[config.mk]
export PLATFORM = sky130hd
export DESIGN_NAME = hazard_detection_unit
export DESIGN_NICKNAME = d
export VERILOG_FILES = /design/src/rtl/mips_hazard_pkg.sv /design/src/rtl/hdu_hazard_compare.sv /design/src/rtl/hazard_detection_unit.sv
export SDC_FILE = /design/constraint.sdc
export NUM_CORES = 1
export LEC_CHECK = 0
export CAP_MARGIN = 5
export CORE_MARGIN = 4
export CORE_UTILIZATION = 31
export DETAILED_ROUTE_END_ITERATION = 10
export GPL_ROUTABILITY_DRIVEN = 0
export GPL_TIMING_DRIVEN = 0
export PLACE_DENSITY = 0.75
export SYNTH_ARGS = -nofsm -noshare
export SYNTH_HDL_FRONTEND = slang
export SYNTH_SLANG_ARGS = --single-unit
[constraint.sdc]
create_clock -name CLK -period 3.5 [get_ports CLK]
set_input_delay 1.05 -clock CLK [delete_from_list [all_inputs] [get_ports CLK]]
set_output_delay 1.05 -clock CLK [all_outputs]
set_load 0.02 [all_outputs]
[src/rtl/mips_hazard_pkg.sv]
// Shared definitions for the pipeline hazard detection logic.
package mips_hazard_pkg;

    localparam int unsigned REG_W = 5;
    localparam int unsigned PERF_W = 16;

    typedef enum logic {
        HDU_IDLE = 1'b0,
        HDU_HOLD = 1'b1
    } hdu_state_e;

    localparam logic [REG_W-1:0]  REG_ZERO      = 5'd0;
    localparam logic [PERF_W-1:0] STALL_CNT_MAX = 16'hFFFF;

endpackage

[src/rtl/hdu_hazard_compare.sv]
// Combinational producer/consumer register match: flags when a pending load
// writes a register that the ID instruction reads. Register 0 never matches.
module hdu_hazard_compare
    import mips_hazard_pkg::*;
(
    input  logic [4:0] id_rs_i,
    input  logic [4:0] id_rt_i,
    input  logic       id_uses_rt_i,
    input  logic [4:0] exe_rt_i,
    input  logic       exe_mem_read_i,
    output logic       hit_o
);

    logic rs_match;
    logic rt_match;

    // Source-operand match against the load destination
    always_comb begin
        rs_match = (exe_rt_i == id_rs_i);
        rt_match = id_uses_rt_i && (exe_rt_i == id_rt_i);
        hit_o    = exe_mem_read_i && (exe_rt_i != REG_ZERO) && (rs_match || rt_match);
    end

endmodule

[src/rtl/hazard_detection_unit.sv]
// Load-use hazard detection: stalls PC and IF/ID and bubbles ID/EXE for
// LOAD_STALLS cycles per hazard; generates the IF/ID flush for branches taken
// in ID. Optional stall-cycle counter enabled by macro HDU_PERF_COUNT_EN.
module hazard_detection_unit
    import mips_hazard_pkg::*;
#(
    parameter int unsigned LOAD_STALLS = 1,
    parameter int unsigned CNT_W       = 3
) (
    input  logic        CLK,
    input  logic        RESET,
    input  logic [4:0]  I_HDU_ID_RS,
    input  logic [4:0]  I_HDU_ID_RT,
    input  logic        I_HDU_ID_UsesRT,
    input  logic [4:0]  I_HDU_EXE_RT,
    input  logic        I_HDU_EXE_MemRead,
    input  logic        I_HDU_BranchTaken,
    input  logic        I_HDU_ExtStall,
    output logic        O_HDU_PCWrite,
    output logic        O_HDU_IFID_Write,
    output logic        O_HDU_IDEXE_Bubble,
    output logic        O_HDU_IFID_Flush,
    output logic        O_HDU_Stalling,
    output logic [15:0] O_HDU_StallCycles
);

    localparam logic [CNT_W-1:0] CNT_LOAD = CNT_W'(LOAD_STALLS - 1);
    localparam logic [CNT_W-1:0] CNT_ONE  = CNT_W'(1);

    hdu_state_e       state_q;
    logic [CNT_W-1:0] cnt_q;
    logic             hit_c;
    logic             stall_c;

    hdu_hazard_compare u_cmp (
        .id_rs_i        (I_HDU_ID_RS),
        .id_rt_i        (I_HDU_ID_RT),
        .id_uses_rt_i   (I_HDU_ID_UsesRT),
        .exe_rt_i       (I_HDU_EXE_RT),
        .exe_mem_read_i (I_HDU_EXE_MemRead),
        .hit_o          (hit_c)
    );

    // Stall is Mealy on a fresh hit in IDLE, and unconditional while holding
    assign stall_c = ((state_q == HDU_IDLE) && hit_c) || (state_q == HDU_HOLD);

    // Stall FSM; frozen while the external stall is asserted
    always_ff @(posedge CLK or posedge RESET) begin
        if (RESET) begin
            state_q <= HDU_IDLE;
            cnt_q   <= '0;
        end else if (!I_HDU_ExtStall) begin
            case (state_q)
                HDU_IDLE: begin
                    if (hit_c && (LOAD_STALLS > 1)) begin
                        state_q <= HDU_HOLD;
                        cnt_q   <= CNT_LOAD;
                    end
                end
                HDU_HOLD: begin
                    cnt_q <= cnt_q - CNT_ONE;
                    if (cnt_q == CNT_ONE) begin
                        state_q <= HDU_IDLE;
                    end
                end
                default: begin
                    state_q <= HDU_IDLE;
                    cnt_q   <= '0;
                end
            endcase
        end
    end

    assign O_HDU_Stalling = (state_q == HDU_HOLD);

    // Pipeline enables: reset forces free-run, external freeze beats hazard stall
    always_comb begin
        O_HDU_PCWrite      = 1'b1;
        O_HDU_IFID_Write   = 1'b1;
        O_HDU_IDEXE_Bubble = 1'b0;
        O_HDU_IFID_Flush   = 1'b0;
        if (RESET) begin
            O_HDU_PCWrite = 1'b1;
        end else if (I_HDU_ExtStall) begin
            O_HDU_PCWrite    = 1'b0;
            O_HDU_IFID_Write = 1'b0;
        end else if (stall_c) begin
            O_HDU_PCWrite      = 1'b0;
            O_HDU_IFID_Write   = 1'b0;
            O_HDU_IDEXE_Bubble = 1'b1;
        end else begin
            O_HDU_IFID_Flush = I_HDU_BranchTaken;
        end
    end

`ifdef HDU_PERF_COUNT_EN
    logic [15:0] perf_q;

    // Saturating count of hazard stall cycles not masked by the external freeze
    always_ff @(posedge CLK or posedge RESET) begin
        if (RESET) begin
            perf_q <= '0;
        end else if (stall_c && !I_HDU_ExtStall && (perf_q != STALL_CNT_MAX)) begin
            perf_q <= perf_q + 16'd1;
        end
    end

    assign O_HDU_StallCycles = perf_q;
`else
    assign O_HDU_StallCycles = 16'h0000;
`endif

endmodule

==> results.py <==
metrics = {
    "floorplan": {
        "initial_core_util": 0.328,
        "core_area_um2": 1520,
        "row_count": 14,
        "die_h_um": 48.2,
        "die_w_um": 48.2,
        "io_pins": 42,
        "die_area_um2": 2320,
    },
    "yosys": {
        "ys_seq_area_frac": 0.200,
        "synth_edf_count": 0,
        "avgSynthCellArea_um2": 8.34,
        "syn_area_um2": 500,
        "syn_inst": 60,
        "ys_types": 23,
        "yosysMostFrequentCell": "buf_4",
        "ys_seq_elements": 4,
        "yosys_warnings": 0,
        "netlist_top_cells_count": "buf_4, xnor2_1, dfrtp_1, inv_1, nand2_1",
        "synthDominantCellAreaShare": 0.255,
        "ys_top_cells_by_area": "buf_4, xnor2_1, dfrtp_1, ha_1, inv_1",
        "yosys_most_used_dff": "dfrtp_1",
        "yosysTopAreaCell": "buf_4",
        "synthArstFlopShare": 1.00,
    },
    "routing": {
        "drt_wl_total_um": 1300,
        "num_vias": 483,
        "drc_errors": 0,
        "drtAntennaViolNets": 0,
        "wl_per_cell_um": 10.8,
        "drtIter0Drc": 7,
        "viasPerCell": 4.03,
        "first_pass_iters": 2,
    },
    "global_route": {
        "grt_max_degree": 8,
        "grt_pass1_vias": 490,
        "grt_pass1_wl_um": 2080,
        "overflow": 0,
        "grtUsageTotal": 0.134,
        "antenna_found_initial": 0,
    },
    "sta": {
        "period_needed_ps": 3420,
        "hold_violations": 0,
        "finalWorstSetupSlack_ps": 75.8,
        "whs_ps": 480,
        "slew_violations": 0,
        "fmax_mhz": 292,
        "post-route-period-util": 0.978,
        "setup_viol": 0,
        "fin_skew_ps": 1.21,
    },
    "finish": {
        "final_core_util": 0.581,
        "fillers": 141,
        "layout.nets": 129,
        "multiInputGateArea_um2": 350,
        "drive_gt1_frac": 0.327,
        "area_growth_pct": 77.0,
        "post-route-cell-area_um2": 886,
        "seq_area_um2": 100,
        "antenna_cells": 0,
    },
    "setup_path": {
        "cp_data_arrival_time_ps": 2370,
        "critPathLaunchType": "input port",
        "cp_slowest_stage_delay_ps": 460,
        "cp.required_ps": 2450,
        "cp_cell_sequence": "clkdlybuf4s15_1 > or4_4 > o21ai_4 > inv_2 > a31oi_4 > buf_6 > buf_6",
        "worstSetupPathType": "input port to primary output",
        "crit_path_top_delay_cell": "or4_4",
        "cp_common_cell": "buf_6",
        "crit_path_end_kind": "primary output",
        "worstPathMaxFanout": 3,
    },
    "power": {
        "leakagePower_nw": 0.453,
        "p_total_mw": 0.190,
        "peakVddDrop_mv": 0.139,
        "power_density_nw_per_um2": 215,
    },
    "placed_design": {
        "place.port_buffers": 25,
        "dp_slack_ps": -798,
        "dp.final_hpwl_um": 1130,
        "dpl_cell_area_um2": 833,
    },
    "worst_hold_path": {
        "hp-class": "flip-flop to flip-flop",
    },
    "clock_network": {
        "worstSkewPairLatency_ps": 230,
        "root_buffer": "clkbuf_4",
        "clockBufferDepth": 2,
        "cts_made_buffers": 3,
        "cts.sinks": 4,
        "cts_tree": "done",
        "htreeDepth": 1,
        "clk_pin_slew_ps": 40,
    },
    "outcome": {
        "status": "complete, no violations",
    },
    "job": {
        "cap_violations": 0,
    },
}
==> per-layer routing <==
layer  global-route usage  up-vias  share of wire
li1                     -      254              -
met3               0.0701        0          0.081
met4               0.0323        0              0
met1                0.133      210           0.35
met5                    0        -              0
met2                0.242       19           0.57
==> layout by cell type, fill, tap and decap left out, drive strengths merged, types with 4 or more instances in the layout <==
cell type	n
buf	24
clkbuf	4
dfrtp	4
inv	5
conb	16
nand2	4
clkdlybuf4s50	11
dlymetal6s2s	5
xnor2	12
==> per-stage QoR <==
step | instances | TNS (ps)
2_1_floorplan | 75 | 0
3_3_place_gp | 116 | -2700
3_5_place_dp | 116 | -2860
4_1_cts | 119 | -2.05
5_1_grt | 120 | -6.07
6_report | 120 | 0
==> final timing paths <==
kind	startpoint	to	slack (ps)	cells after the start
worst max-delay path	I_HDU_EXE_RT[1]	O_HDU_PCWrite	80	7
worst min-delay path	cnt_q[2]$_DFFE_PP0P_	cnt_q[2]$_DFFE_PP0P_	480	1
worst max register to register	cnt_q[1]$_DFFE_PP0P_	O_HDU_Stalling$_DFFE_PP0N_	2520	4
worst min register to register	cnt_q[2]$_DFFE_PP0P_	cnt_q[2]$_DFFE_PP0P_	480	1
max in group asynchronous	RESET	cnt_q[1]$_DFFE_PP0P_	2190	2
min in group asynchronous	RESET	O_HDU_Stalling$_DFFE_PP0N_	1100	2
==> critical path: cells and delay by family <==
family	cells	cell delay, ps
buf+inv	4	520
simple gates	1	460
compound gates	2	340
==> logic make-up (layout without fill, tap and decap cells) <==
family	count (synthesis)	after routing	share of synthesized area
AND/OR/NAND/NOR	11	11	0.112
buffers and inverters	22	51	0.292
AO/OA/AOI/OAI	8	8	0.128
other	1	16	0.00749
adder cells (fa/ha/maj)	2	2	0.0500
XOR/XNOR	12	12	0.210
flip-flops	4	4	0.200
==> registers in the layout (all words and copies together) (netlist names) <==
signal / flops
O_HDU_Stalling: 1
cnt_q: 3
==> what timing repair did <==
item,in CTS,in global routing
hold buffers,0,0
buffers inserted,0,1
endpoints found under the setup margin,4,4
gates resized for setup,34,10
pin swaps,3,11
==> final cells by class <==
type | instances | area share
multi-input combinational | 49 | 0.395
timing repair buffer | 26 | 0.274
buffer | 17 | 0.148
sequential | 4 | 0.113
clock buffer | 3 | 0.0254
tap | 16 | 0.0226
inverter | 5 | 0.0212
==> report_power, final <==
group          switching, mW  internal (mW)  leakage, nW  total, mW
sequential                 0         0.0465       0.0559     0.0465
combinational         0.0415         0.0456        0.384     0.0871
clock                 0.0182         0.0383       0.0138     0.0565
Note: power is estimated with default switching activity, not from simulation.
